===== config.mk =====
export PLATFORM = sky130hd
export DESIGN_NAME = crossbar_rr_nxm
export DESIGN_NICKNAME = d
export VERILOG_FILES = /design/src/rtl/crossbar_rr_nxm.sv
export SDC_FILE = /design/constraint.sdc
export NUM_CORES = 1
export LEC_CHECK = 0
export CORE_UTILIZATION = 40
export DETAILED_ROUTE_END_ITERATION = 7
export PLACE_DENSITY_LB_ADDON = 0.3
export SLEW_MARGIN = 20
export SYNTH_ARGS = -nofsm -noshare
export SYNTH_HDL_FRONTEND = slang
export SYNTH_SLANG_ARGS = --single-unit

===== constraint.sdc =====
create_clock -name clk -period 8.7 [get_ports clk]
set_input_delay 1.74 -clock clk [delete_from_list [all_inputs] [get_ports clk]]
set_output_delay 1.74 -clock clk [all_outputs]
set_load 0.05 [all_outputs]

===== src/rtl/crossbar_rr_nxm.sv =====
`timescale 1ns/1ps
`default_nettype none
// ============================================================================
// Module   : crossbar_rr_nxm
// Function : registered N_MM-to-N_CPU crossbar, one transfer per clock.
//            Define XBAR_RR_EN for a round-robin scheduler; otherwise fixed priority.
// Revision : 1.0 - initial release
// ============================================================================
module crossbar_rr_nxm #(
  parameter int N_MM   = 4,
  parameter int N_CPU  = 4,
  parameter int DATA_W = 8,
  parameter int MM_W   = $clog2(N_MM),
  parameter int CPU_W  = $clog2(N_CPU)
) (
  input  logic                    clk,
  input  logic                    rst_n,
  input  logic [N_MM*DATA_W-1:0]  mm_data,
  input  logic [N_MM*CPU_W-1:0]   mm_dest,
  input  logic [N_MM-1:0]         mm_valid,
  output logic [N_MM-1:0]         mm_ready,
  output logic [N_CPU*DATA_W-1:0] cpu_data,
  output logic [N_CPU-1:0]        cpu_valid,
  input  logic [N_CPU-1:0]        cpu_ready,
  output logic [MM_W-1:0]         grant,
  output logic                    grant_vld
);

  logic [N_CPU*DATA_W-1:0] r_cpu_data;
  logic [N_CPU-1:0]        r_cpu_valid;
  logic [N_CPU-1:0]        w_can_accept;
  logic [N_MM-1:0]         w_eligible;
  logic [MM_W-1:0]         w_ptr;
  logic [MM_W:0]           w_scan;
  logic [MM_W-1:0]         w_grant_idx;
  logic                    w_found;
  logic                    w_grant_vld;
  logic [DATA_W-1:0]       w_sel_data;
  logic [CPU_W-1:0]        w_sel_dest;

  assign w_can_accept = ~r_cpu_valid | cpu_ready;

  // An out-of-range destination matches no CPU and so is never eligible.
  for (genvar i = 0; i < N_MM; i++) begin : g_mm
    logic [CPU_W-1:0] w_dest;
    logic             w_dest_free;
    assign w_dest = mm_dest[i*CPU_W +: CPU_W];
    always_comb begin
      w_dest_free = 1'b0;
      for (int j = 0; j < N_CPU; j++) begin
        if (w_dest == CPU_W'(j)) w_dest_free = w_can_accept[j];
      end
    end
    assign w_eligible[i] = mm_valid[i] & w_dest_free;
  end

  // Scan ptr, ptr+1, ... modulo N_MM; the first eligible index wins.
  always_comb begin
    w_found     = 1'b0;
    w_grant_idx = '0;
    w_scan      = '0;
    for (int k = 0; k < N_MM; k++) begin
      w_scan = {1'b0, w_ptr} + (MM_W+1)'(k);
      if (w_scan >= (MM_W+1)'(N_MM)) w_scan = w_scan - (MM_W+1)'(N_MM);
      if (!w_found && w_eligible[w_scan[MM_W-1:0]]) begin
        w_found     = 1'b1;
        w_grant_idx = w_scan[MM_W-1:0];
      end
    end
  end

  assign w_grant_vld = w_found & rst_n;
  assign w_sel_data  = mm_data[w_grant_idx*DATA_W +: DATA_W];
  assign w_sel_dest  = mm_dest[w_grant_idx*CPU_W +: CPU_W];

`ifdef XBAR_RR_EN
  logic [MM_W-1:0] r_ptr;
  always_ff @(posedge clk or negedge rst_n) begin
    if (!rst_n) begin
      r_ptr <= '0;
    end else if (w_grant_vld) begin
      r_ptr <= (w_grant_idx == MM_W'(N_MM-1)) ? '0 : w_grant_idx + MM_W'(1);
    end
  end
  assign w_ptr = r_ptr;
`else
  assign w_ptr = '0;
`endif

  // Loading takes precedence over consuming, so a same-cycle reload keeps valid high.
  always_ff @(posedge clk or negedge rst_n) begin
    if (!rst_n) begin
      r_cpu_data  <= '0;
      r_cpu_valid <= '0;
    end else begin
      for (int j = 0; j < N_CPU; j++) begin
        if (w_grant_vld && (w_sel_dest == CPU_W'(j))) begin
          r_cpu_data[j*DATA_W +: DATA_W] <= w_sel_data;
          r_cpu_valid[j]                 <= 1'b1;
        end else if (cpu_ready[j]) begin
          r_cpu_data[j*DATA_W +: DATA_W] <= '0;
          r_cpu_valid[j]                 <= 1'b0;
        end
      end
    end
  end

  assign cpu_data  = r_cpu_data;
  assign cpu_valid = r_cpu_valid;
  assign grant_vld = w_grant_vld;
  assign grant     = w_grant_vld ? w_grant_idx : '0;
  assign mm_ready  = w_grant_vld ? (N_MM'(1) << w_grant_idx) : '0;

endmodule
`default_nettype wire


==> metrics <==
initial DRC count=between 50 and 60; Worst IR Drop VDD=130 uV; CP Class=in2out; DR pass1 iterations=4; Syn Nets=230; Rows=25; slew margin rel.=between 30% and 40%; fin crit share=about three quarters; vias=~1700; CTS Sinks=36; Seq cells post-synth=36; final core utilization=65.3%; Remaining Overflow, GRT=0; Worst Skew=0.00306 ns; P_leak=1.38 nW; Power Density=around 200 nW/um2; Final setup viols=0; routed len/inst=roughly 17 um; outcome=completed; drt drc=0; Yosys cell types=26; Seq/Total Area, Yosys=a little over two fifths; CP max FO=9; largest net degree at the start of global routing=42; final slew viol count=0; clock root buffer=clkbuf_8; GRT Util Overall=20.8%; RR Startpoint=cpu_valid[3]; cts bufs inserted=5; RSZ-0062 raised after global routing=no; clock buffer depth=2; die footprint=5530 um2; Routed Antenna Nets=0; Reg clk slew, reported paths=roughly 0.07 ns; WHS=0.544 ns; initial antenna violation count=0; Port Buffers=between 90 and 100; total number of H-tree levels=2; Setup crit end kind=output port; max-cap viol count=0; setup_tns=0 ns; fmax=about 150 MHz; Slew @ Worst Pin=~1.0 ns; CTS tree=built; RePlAce Congestion=0.911; Placeable Area=~4900 um2; Post-Syn Instances=between 150 and 200; # resized after CTS=0; routed length on met3=roughly 290 um; final WL=between 5000 and 6000 um; R2R Path End=cpu_data[30]; worst hold path type=reg2reg; met1 WL=~2300 um; WP data arrival=4.84 ns; starting density of the core=42.9%; worst skew pair latency=0.29 ns; Post-CTS Setup Repair Bufs=0; number of global-route vias before repair=about 1600; Net count, final=about 330; via/cell ratio=around 5.0; Die W=roughly 74 um; Synthesis Warnings=0; final hold viol count=0; Syn Std Cell Area=2100 um2; IO Count=a little over 90; Avg Cell Area, Syn=11.6 um2; cell depth of the worst flop-to-flop path=8; share of cells above drive strength 1=a little under an eighth; global-route wire length before repair=8260 um; cts hold-fix bufs=0; hpwl dp=just over 4000 um; top sig layer=met4; Hold Path Depth=2; crit path time final=~6.6 ns; Setup crit end=grant_vld; R2R Setup Slk=between 5 and 6 ns; CP required=between 6 and 7 ns; CP startpoint=cpu_ready[1]; area grow syn2layout=51.9%; crit start category=primary input; metal2 WL=between 2000 and 3000 um; Die Y=between 70 and 80 um; number of diodes=0
-- routing by layer --
metal | global-route usage, % | up-vias
met4 | 7.55 | 0
li1 | - | 820
met3 | 4.74 | 10
met1 | 25.9 | 851
met5 | 0 | -
met2 | 35.5 | 51
-- synthesized netlist by cell type, drive strengths merged --
master	instances	area share, %
dfrtp	36	43
nand3	2	0.48
nand2b	36	12
nand2	14	2.5
nor3	3	1.8
nor2b	1	0.30
clkbuf	2	0.36
o31ai	2	0.72
and3	1	0.30
mux2	10	5.6
buf	4	1.3
mux4	4	4.3
a21oi	1	0.24
o21ai	9	2.1
and3b	1	0.42
and2	4	1.3
nor2	3	0.54
a211oi	1	0.96
inv	1	0.18
mux2i	45	21
-- cell type report --
| class | instances | area (um2) |
|---|---|---|
| fill | 417 | 1700 |
| multi-input combinational | 137 | 1160 |
| timing repair buffer | 94 | 931 |
| sequential | 36 | 901 |
| tap | 67 | 83.8 |
| clock buffer | 6 | 72.6 |
| clock inverter | 2 | 35.0 |
| inverter | 1 | 3.75 |
-- power by group --
| group | total, W | switching (W) | internal, W | leakage [nW] |
|---|---|---|---|---|
| sequential | 0.000208 | 0.0000160 | 0.000192 | 0.485 |
| combinational | 0.000277 | 0.000171 | 0.000107 | 0.840 |
| clock | 0.000145 | 0.0000602 | 0.0000851 | 0.0552 |
-- logic make-up after synthesis --
| kind of cell | synth area share [%] |
|---|---|
| AND/OR/NAND/NOR | 19.8 |
| multiplexers | 31.3 |
| flip-flops | 43.0 |
| AO/OA/AOI/OAI | 4.06 |
| buffers and inverters | 1.79 |
-- state kept, by name, summed over array words and instances (netlist names) --
signal / count
cpu_valid: 4
cpu_data: 32
-- worst min-delay path by stage --
stage | end | from | slack, ns
final | cpu_data[14] | cpu_data[14] | 0.54
after global routing | cpu_data[29] | cpu_data[29] | 0.57
after CTS | cpu_data[24] | cpu_data[24] | 0.55
after detailed placement | cpu_data[27] | cpu_data[27] | 0.53
after global placement | cpu_data[18] | cpu_data[18] | 0.53
after floorplan | cpu_data[10] | cpu_data[10] | 0.78
-- critical path, stage by stage --
cell	delay, ns
clkdlybuf4s50_1	0.55
nand2b_4	0.22
mux4_2	0.44
and2_1	0.22
nor2_1	0.11
nand2_1	0.07
o21ai_1	0.54
inv_1	0.19
clkdlybuf4s50_1	0.74
-- cells in the final DEF, fill, tap and decap left out, types with 3 or more instances in the layout --
cell type / n
clkdlybuf4s50_1: 91
mux2i_1: 45
dfrtp_1: 36
nand2b_1: 32
nand2_1: 14
mux2_2: 9
o21ai_0: 8
clkbuf_8: 5
nand2b_4: 4
mux4_2: 4
and2_1: 3
nor2_1: 3
-- through the flow --
stage	std cells	setup WS [ns]	cell area, um2	power [W]
global route	343	1.97	3180	0.000657
finish	343	2.12	3180	0.000630
floorplan	180	2.45	2100	0.000385
global placement	335	2.18	3080	0.000487
CTS	343	2.13	3180	0.000636
detailed placement	335	2.14	3080	0.000489
(Power assumes the default switching activity.)
